### src/rtl/ram_port_arbiter_if.sv
// ram_port_arbiter_if: requester request/response channels plus the RAM port bus of ram_port_arbiter.
interface ram_port_arbiter_if #(
    parameter int ADDRESS_SIZE  = 8,
    parameter int DATA_SIZE     = 8,
    parameter int ACCESS_NUMBER = 2,
    parameter int REQ_NUM       = 4
);
    logic [REQ_NUM-1:0]                         req_valid;
    logic [REQ_NUM-1:0]                         req_we;
    logic [REQ_NUM-1:0][ADDRESS_SIZE-1:0]       req_addr;
    logic [REQ_NUM-1:0][DATA_SIZE-1:0]          req_wdata;
    logic [REQ_NUM-1:0]                         req_ready;
    logic [REQ_NUM-1:0]                         rsp_valid;
    logic [REQ_NUM-1:0][DATA_SIZE-1:0]          rsp_data;
    logic [REQ_NUM-1:0]                         o_err;
    logic                                       o_ram_res;
    logic [ACCESS_NUMBER-1:0][ADDRESS_SIZE-1:0] ram_addr;
    logic [ACCESS_NUMBER-1:0][DATA_SIZE-1:0]    ram_wdata;
    logic [ACCESS_NUMBER-1:0]                   ram_we;
    logic [ACCESS_NUMBER-1:0]                   ram_re;
    logic [ACCESS_NUMBER-1:0][DATA_SIZE-1:0]    ram_rdata;

    modport slave (
        input  req_valid, req_we, req_addr, req_wdata, ram_rdata,
        output req_ready, rsp_valid, rsp_data, o_err, o_ram_res,
               ram_addr, ram_wdata, ram_we, ram_re
    );

    modport master (
        output req_valid, req_we, req_addr, req_wdata, ram_rdata,
        input  req_ready, rsp_valid, rsp_data, o_err, o_ram_res,
               ram_addr, ram_wdata, ram_we, ram_re
    );
endinterface

### src/rtl/ram_port_arbiter.sv
// ram_port_arbiter: shares ACCESS_NUMBER RAM ports among REQ_NUM requesters with 1-cycle read responses.
// Define RAM_ARB_FIXED_PRIO_EN for fixed priority (requester 0 first) instead of round-robin.
module ram_port_arbiter #(
    parameter int ADDRESS_SIZE  = 8,
    parameter int DATA_SIZE     = 8,
    parameter int DATA_LEN      = 256,
    parameter int ACCESS_NUMBER = 2,
    parameter int REQ_NUM       = 4
) (
    input logic             i_clk,
    input logic             i_res_n,
    ram_port_arbiter_if.slave bus
);
    localparam int RW = REQ_NUM > 1 ? $clog2(REQ_NUM) : 1;
    localparam int AW = ACCESS_NUMBER > 1 ? $clog2(ACCESS_NUMBER) : 1;

    typedef enum logic {INIT, RUN} state_t;

    state_t                                     state;
    logic                                       init_cnt;
    logic [RW-1:0]                              ptr;
    logic [RW-1:0]                              k;
    logic [REQ_NUM-1:0]                         ready_c;
    logic [REQ_NUM-1:0]                         oor_c;
    logic [REQ_NUM-1:0]                         rsp_v_q;
    logic [REQ_NUM-1:0]                         err_q;
    logic [REQ_NUM-1:0]                         oor_rd_q;
    logic [REQ_NUM-1:0][AW-1:0]                 port_c;
    logic [REQ_NUM-1:0][AW-1:0]                 port_q;
    logic [ACCESS_NUMBER-1:0]                   we_c;
    logic [ACCESS_NUMBER-1:0]                   re_c;
    logic [ACCESS_NUMBER-1:0][ADDRESS_SIZE-1:0] addr_c;
    logic [ACCESS_NUMBER-1:0][DATA_SIZE-1:0]    wdata_c;
    logic                                       hit;
    int                                         used;

`ifdef RAM_ARB_FIXED_PRIO_EN
    assign ptr = '0;
`else
    logic [RW-1:0] nxt_ptr;

    always_ff @(posedge i_clk or negedge i_res_n) begin
        if (!i_res_n)
            ptr <= '0;
        else
            ptr <= nxt_ptr;
    end
`endif

    // Out-of-range requests are accepted without a port; in-range ones take the lowest free port
    // unless they would write an address already written this cycle.
    always_comb begin
        ready_c = '0;
        oor_c   = '0;
        port_c  = '0;
        we_c    = '0;
        re_c    = '0;
        addr_c  = '0;
        wdata_c = '0;
        used    = 0;
        hit     = 1'b0;
        k       = '0;
`ifndef RAM_ARB_FIXED_PRIO_EN
        nxt_ptr = ptr;
`endif
        for (int i = 0; i < REQ_NUM; i++) begin
            k = RW'((int'(ptr) + i) % REQ_NUM);
            oor_c[k] = 32'(bus.req_addr[k]) >= DATA_LEN;
            hit = 1'b0;
            for (int p = 0; p < ACCESS_NUMBER; p++)
                hit = hit | (we_c[p] & (addr_c[p] == bus.req_addr[k]));
            if (state == RUN && bus.req_valid[k] && oor_c[k])
                ready_c[k] = 1'b1;
            else if (state == RUN && bus.req_valid[k] && used < ACCESS_NUMBER && !(bus.req_we[k] && hit)) begin
                ready_c[k]         = 1'b1;
                port_c[k]          = AW'(used);
                we_c[AW'(used)]    = bus.req_we[k];
                re_c[AW'(used)]    = !bus.req_we[k];
                addr_c[AW'(used)]  = bus.req_addr[k];
                wdata_c[AW'(used)] = bus.req_we[k] ? bus.req_wdata[k] : '0;
                used++;
`ifndef RAM_ARB_FIXED_PRIO_EN
                nxt_ptr = RW'((int'(k) + 1) % REQ_NUM);
`endif
            end
        end
    end

    always_ff @(posedge i_clk or negedge i_res_n) begin
        if (!i_res_n) begin
            state         <= INIT;
            init_cnt      <= 1'b0;
            bus.o_ram_res <= 1'b1;
            rsp_v_q       <= '0;
            err_q         <= '0;
            oor_rd_q      <= '0;
            port_q        <= '0;
        end else begin
            init_cnt      <= state == INIT;
            state         <= (state == INIT && init_cnt) ? RUN : state;
            bus.o_ram_res <= state == INIT && !init_cnt;
            rsp_v_q       <= ready_c & ~bus.req_we;
            err_q         <= ready_c & oor_c;
            oor_rd_q      <= ready_c & oor_c & ~bus.req_we;
            port_q        <= port_c;
        end
    end

    always_comb begin
        bus.rsp_data = '0;
        for (int j = 0; j < REQ_NUM; j++)
            bus.rsp_data[j] = (rsp_v_q[j] && !oor_rd_q[j]) ? bus.ram_rdata[port_q[j]] : '0;
    end

    assign bus.req_ready = ready_c;
    assign bus.rsp_valid = rsp_v_q;
    assign bus.o_err     = err_q;
    assign bus.ram_we    = we_c;
    assign bus.ram_re    = re_c;
    assign bus.ram_addr  = addr_c;
    assign bus.ram_wdata = wdata_c;
endmodule

### src/flat_wrapper.sv
// flat-port wrapper written by rule: the top's interface ports become plain ports
module ram_port_arbiter_flat 
#(
    parameter int ADDRESS_SIZE  = 8,
    parameter int DATA_SIZE     = 8,
    parameter int DATA_LEN      = 256,
    parameter int ACCESS_NUMBER = 2,
    parameter int REQ_NUM       = 4
)
  (i_clk, i_res_n, bus_req_valid, bus_req_we, bus_req_addr, bus_req_wdata, bus_ram_rdata, bus_req_ready, bus_rsp_valid, bus_rsp_data, bus_o_err, bus_o_ram_res, bus_ram_addr, bus_ram_wdata, bus_ram_we, bus_ram_re);
  ram_port_arbiter_if #(.ADDRESS_SIZE(ADDRESS_SIZE), .DATA_SIZE(DATA_SIZE), .ACCESS_NUMBER(ACCESS_NUMBER), .REQ_NUM(REQ_NUM)) bus_i ();
  input logic i_clk;
  input logic i_res_n;
  input wire logic [$bits(bus_i.req_valid)-1:0] bus_req_valid;
  input wire logic [$bits(bus_i.req_we)-1:0] bus_req_we;
  input wire logic [$bits(bus_i.req_addr)-1:0] bus_req_addr;
  input wire logic [$bits(bus_i.req_wdata)-1:0] bus_req_wdata;
  input wire logic [$bits(bus_i.ram_rdata)-1:0] bus_ram_rdata;
  output wire logic [$bits(bus_i.req_ready)-1:0] bus_req_ready;
  output wire logic [$bits(bus_i.rsp_valid)-1:0] bus_rsp_valid;
  output wire logic [$bits(bus_i.rsp_data)-1:0] bus_rsp_data;
  output wire logic [$bits(bus_i.o_err)-1:0] bus_o_err;
  output wire logic [$bits(bus_i.o_ram_res)-1:0] bus_o_ram_res;
  output wire logic [$bits(bus_i.ram_addr)-1:0] bus_ram_addr;
  output wire logic [$bits(bus_i.ram_wdata)-1:0] bus_ram_wdata;
  output wire logic [$bits(bus_i.ram_we)-1:0] bus_ram_we;
  output wire logic [$bits(bus_i.ram_re)-1:0] bus_ram_re;
  assign bus_i.req_valid = bus_req_valid;
  assign bus_i.req_we = bus_req_we;
  assign bus_i.req_addr = bus_req_addr;
  assign bus_i.req_wdata = bus_req_wdata;
  assign bus_i.ram_rdata = bus_ram_rdata;
  assign bus_req_ready = bus_i.req_ready;
  assign bus_rsp_valid = bus_i.rsp_valid;
  assign bus_rsp_data = bus_i.rsp_data;
  assign bus_o_err = bus_i.o_err;
  assign bus_o_ram_res = bus_i.o_ram_res;
  assign bus_ram_addr = bus_i.ram_addr;
  assign bus_ram_wdata = bus_i.ram_wdata;
  assign bus_ram_we = bus_i.ram_we;
  assign bus_ram_re = bus_i.ram_re;
  ram_port_arbiter #(.ADDRESS_SIZE(ADDRESS_SIZE), .DATA_SIZE(DATA_SIZE), .DATA_LEN(DATA_LEN), .ACCESS_NUMBER(ACCESS_NUMBER), .REQ_NUM(REQ_NUM)) u_core (.i_clk(i_clk), .i_res_n(i_res_n), .bus(bus_i));
endmodule
### config.mk
export PLATFORM = sky130hd
export DESIGN_NAME = ram_port_arbiter_flat
export DESIGN_NICKNAME = d
export VERILOG_FILES = /design/src/rtl/ram_port_arbiter_if.sv /design/src/rtl/ram_port_arbiter.sv /design/src/flat_wrapper.sv
export SDC_FILE = /design/constraint.sdc
export NUM_CORES = 1
export LEC_CHECK = 0
export CORE_UTILIZATION = 55
export DETAILED_ROUTE_END_ITERATION = 10
export DONT_BUFFER_PORTS = 1
export GPL_TIMING_DRIVEN = 0
export PLACE_DENSITY = 0.7
export SLEW_MARGIN = 20
export SYNTH_ARGS = -nofsm -noshare
export SYNTH_HDL_FRONTEND = slang
export SYNTH_SLANG_ARGS = --single-unit
### constraint.sdc
create_clock -name i_clk -period 7.57 [get_ports i_clk]
set_clock_uncertainty 0.1 [all_clocks]
set_input_delay 0.757 -clock i_clk [delete_from_list [all_inputs] [get_ports i_clk]]
set_output_delay 0.757 -clock i_clk [all_outputs]
set_load 0.005 [all_outputs]
# After elaboration in Yosys (flattened, before gate mapping)
# Index checks and enable logic that the tools add are counted.
# word_totals
regBits,13
input_bits,90
output_inout_bits,81
elab_cells,241
# classes
addsub,8
n_lt_le_gt_ge,21
eq_ne,5
mux,150
bitwise_logic,14
reduce_logical,34
# op_table
cell,count
8-bit 2-to-1 mux,31
16-bit 2-to-1 mux,12
32-bit 2-to-1 mux,5
8-bit binary-select mux with 2-bit select,8
16-bit bitwise mux,6
32-bit by 3-bit less-than comparator with 1-bit output (second input constant),3
32-bit by 2-bit adder with 32-bit output (second input constant),2
4-bit 2-to-1 mux,14
8-bit equality test,5
2-bit 2-to-1 mux,20
1-bit logical AND,26
1-bit binary-select mux with 2-bit select,12
8-bit demux with 1-bit select,3
1-bit 2-to-1 mux,24
2-bit bitwise mux,6
2-bit by 3-bit less-than comparator with 1-bit output (second input constant),4
4-bit bitwise OR,3
1-bit by 3-bit less-than comparator with 1-bit output (second input constant),3
2-bit by 1-bit adder with 2-bit output (second input constant),4
4-bit bitwise AND,2
4-bit bitwise mux,2
1-bit demux with 2-bit select,4
2-bit by 1-bit greater-or-equal comparator with 1-bit output (second input constant),4
1-bit logical NOT,8
other kinds (8),21

# Longest topological paths before layout
# logic_depth
ltp_word,29
depth_mapped,23
ltp_nobuf,18

# Worst setup path before layout
# No wires, ideal clock.
# synth_timing
path_kind,register to output
startpoint,reg u_core.ptr[1]
endpoint,out bus_ram_addr[7]
arrival_time_ps,5738
required_time_ps,6713
slack_ps,975
path_stages_with_launch,23
path_buffers,7
path_cell_list,dfrtp_1 buf_2 buf_2 buf_2 inv_1 ha_1 buf_6 mux4_2 xor2_1 a2111oi_0 nand4_1 and2_1 clkbuf_1 inv_1 ha_1 or2_2 buf_2 or4_1 o211ai_1 o2111ai_2 o211ai_4 buf_6 mux2i_1
# synth_between
elab_chain_len,28
elab_cells_between_ends,116
classes_between,add/sub (5); order compare (9); eq/ne (5); mux (67); bitwise (7); reduce/logical (23)
# synth_lines
element,line,rtl
"start, declared",ram_port_arbiter.sv:21,logic [RW-1:0] ptr;
"start signal, assigned",ram_port_arbiter.sv:46,ptr <= nxt_ptr;
branches (longest 27 deep; another with 32-bit by 3-bit less-than comparator with 1-bit output),n/a,
16-bit 2-to-1 mux (*),ram_port_arbiter.sv:72,if (state == RUN && bus.req_valid[k] && oor_c[k])
"end, declared",flat_wrapper.sv:24,output wire logic [$bits(bus_i.ram_addr)-1:0] bus_ram_addr;
# Every way passes the cells marked *. The select of a mux whose other input is x is not followed.

# Final worst setup path
# layout_timing
startpoint,reg u_core.ptr[0]
endpoint,out bus_ram_addr[0]
# The elaborated chain is that of the path after synthesis.

==> summary.md <==
| Metric | Value |
|---|---|
| Outcome | completed |
| Share of cells above drive strength 1 | 23.9% |
| Worst hold path type | primary input to asynchronous set/reset pin |
| Die X-Extent | 96.3 microns |
| Leading area contributor after synthesis | mux4_2 |
| Predominant post-synthesis flop cell | dfrtp_1 |
| Worst Tran Pin Value | 0.936 ns |
| CP Capture Type | primary output |
| VDD IR max | 0.000302 V |
| GRT Overall Usage | 33.0% |
| DRC viols | 0 |
| Unrepaired setup endpoints after global routing | false |
| Clock Sinks | 13 |
| Total Power | 2.91 mW |
| Num CTS Buffers | 3 |
| # port buffers | 0 |
| Initial DRC Count | 414 |
| Lkg Pwr | 2.08 nW |
| # setup viols final | 0 |
| Number of synthesized flops with an enable pin | 0 |
| Setup slack, reg-to-reg | 1.21 ns |
| Final non-filler cell area | 0.00522 sq mm |
| Placed cell areas | 0.00511 sq mm |
| Vias | 4,735 |
| Antenna Nets Post-Route | 0 |
| #FFs+latches synth | 13 |
| # hold bufs at CTS | 0 |
| RR Startpoint | u_core.ptr[0] |
| Synth warn | 0 |
| Max Clock Freq | 0.136 GHz |
| Critical path arrival | 6.49 ns |
| Die area | 0.00928 sq mm |
| Post-Route WL | 15,500 microns |
| Largest net degree at the start of global routing | 14 |
| Hpwl dp | 11,800 microns |
| # placed instances | 653 |
| List of most frequent post-synthesis cells | mux4_2, mux2i_1, nor2b_1 |
| Antenna diodes | 0 |
| Area Overhead vs Synth | 6.70% |
| Routed len/inst | 23.5 microns |
| Post-Syn Instances | 524 |
| First-pass GRT wire length | 22,900 microns |
| Synth top area share | 32.7% |
| R2R Path End | u_core.port_q[0] |
| Core area | 0.00868 sq mm |
| Async SR Flop Fraction | 100% |
| Period Utilization, post-route | 97.0% |
| Ranking of synthesized cells by area | mux4_2, mux2i_1, dfrtp_1 |
| Crit path to | bus_ram_addr[0] |
| Final hold vios | 0 |
| Synthesized area per cell | 9.34 sq um |
| Synthesized area | 0.00489 sq mm |
| Worst skew pair latency | 0.25 ns |
| Maximum fanout along the worst path | 11 |
| Slew Viols, Final | 0 |
| Post-layout min period | 7.34 ns |
| CTS root buf | clkbuf_8 |
| Crit Path Category | flop to primary output |
| Vias per cell | 7.16 |
| Final net count | 653 |
| Unique masters post-synth | 75 |
| TNS Setup | 0 ns |
| Max_slew headroom | 37.6% |
| P per Cell Area | 558 mW/mm^2 |
| Crit start category | flop |
| Setup crit start | u_core.ptr[0] |
| CTS Buffer Depth | 2 |
| Cell Count, Final, Fillers Out | 661 |
| Drt pass-1 iters | 5 |
| CTS clk-pin slew, worst paths | 0.06 ns |
| Cells on worst reg2reg path | 21 |
| Starting density of the core | 56.4% |
| CTS tree | yes |
| Post-synthesis sequential area ratio | 6.67% |
| Overflow left after global routing | 0 |
| Antenna violations before repair | 0 |
| CP required | 6.71 ns |
| CTS H-tree depth | 1 |
| Die height | 96.3 microns |
| Most common cell in the netlist | mux4_2 |
| Placer congestion estimate | 0.955 |
| FP Rows | 34 |
| Vias in the first global route | 4,388 |
| Maxcap violations | 0 |
| IO Pins | 171 |
cell type report:
class                      count  area, sq um
clock buffer                   4         45.0
fill                         806         3460
timing repair buffer           6         45.0
sequential                    13          327
inverter                      28          105
tap                          108          135
buffer                        59          360
multi-input combinational    443         4210
registers in the layout, summed over array words and instances, names as in the netlist:
name	count
u_core.bus.o_ram_res	1
u_core.ptr	2
u_core.bus.rsp_valid	4
u_core.state	1
u_core.init_cnt	1
u_core.port_q	4
worst min-delay path by stage:
stage,endpoint,cells past startpoint,startpoint
6_report,u_core.port_q[0],0,i_res_n
2_1_floorplan,u_core.state,1,u_core.init_cnt
5_1_grt,u_core.port_q[0],0,i_res_n
3_5_place_dp,u_core.state,1,u_core.init_cnt
4_1_cts,u_core.ptr[1],0,i_res_n
3_3_place_gp,u_core.state,1,u_core.init_cnt
report_power, final:
group | total (mW) | switching (mW) | internal [mW]
registers | 0.114 | 0.0240 | 0.0899
logic | 2.74 | 1.59 | 1.15
clock network | 0.0633 | 0.0261 | 0.0372
worst max-delay path: stages, from the launching register on:
cell and delay (ns):
dfrtp_1 0.44, buf_6 0.19, buf_6 0.21, buf_6 0.20, inv_1 0.17, ha_1 0.40, buf_6 0.21, mux4_2 0.60
xor2_1 0.20, a2111oi_1 0.41, nand4_1 0.22, and2_4 0.26, inv_2 0.13, ha_1 0.32, or2_2 0.32, buf_2 0.19
or4_1 0.48, o211ai_1 0.21, o2111ai_4 0.22, o211ai_4 0.28, buf_4 0.20, mux2_1 0.36
cells in the final DEF, fill, tap and decap left out, types with 8 or more instances in the layout:
cell | Yosys | final
nand3_1 | 10 | 10
clkbuf_1 | 20 | 20
conb_1 | 1 | 22
nor3_1 | 8 | 8
and3_1 | 11 | 11
mux2i_1 | 52 | 52
a21oi_1 | 21 | 21
nor2_1 | 22 | 22
mux4_2 | 71 | 71
dfrtp_1 | 12 | 12
inv_1 | 25 | 24
nor2b_1 | 39 | 39
o21ai_0 | 17 | 17
ha_1 | 8 | 8
buf_4 | 25 | 31
nand2_1 | 38 | 38
per-stage QoR:
step                hold slack (ns)  utilization, %  worst slack [ns]
finish                       0.0979            60.2             0.227
global route                 0.0885            60.2            0.0328
CTS                          0.0985            59.9            0.0139
detailed placement            0.342            58.9            -0.384
global placement              0.326            58.9            -0.422
floorplan                     0.323               -             0.975
routing by layer:
metal  global-route usage, %  share of wire (%)  vias up
met3                    7.74                 11       24
met2                    52.2                 47      305
met1                    45.5                 40     2345
met4                    8.58                1.6        0
met5                       0                  0        -
li1                        -                  -     2061
logic make-up (layout without fill, tap and decap cells):
| family | after synthesis | count (layout) | share of synthesized area [%] |
|---|---|---|---|
| AND/OR/NAND/NOR | 163 | 163 | 18.3 |
| multiplexers | 131 | 131 | 45.1 |
| AO/OA/AOI/OAI | 105 | 105 | 15.6 |
| buffers and inverters | 89 | 97 | 9.43 |
| XOR/XNOR | 13 | 13 | 2.33 |
| flip-flops | 13 | 13 | 6.67 |
| adder cells (fa/ha/maj) | 9 | 9 | 2.45 |
| other | 1 | 22 | 0.0766 |
what timing repair did:
item | 4_1_cts | 5_1_grt
pin swaps | 2 | 2
buffers inserted | 3 | 3
cloned | 0 | 0
gates resized for setup | 6 | 4
setup endpoints to repair | 21 | 21
(Power assumes the default switching activity.)
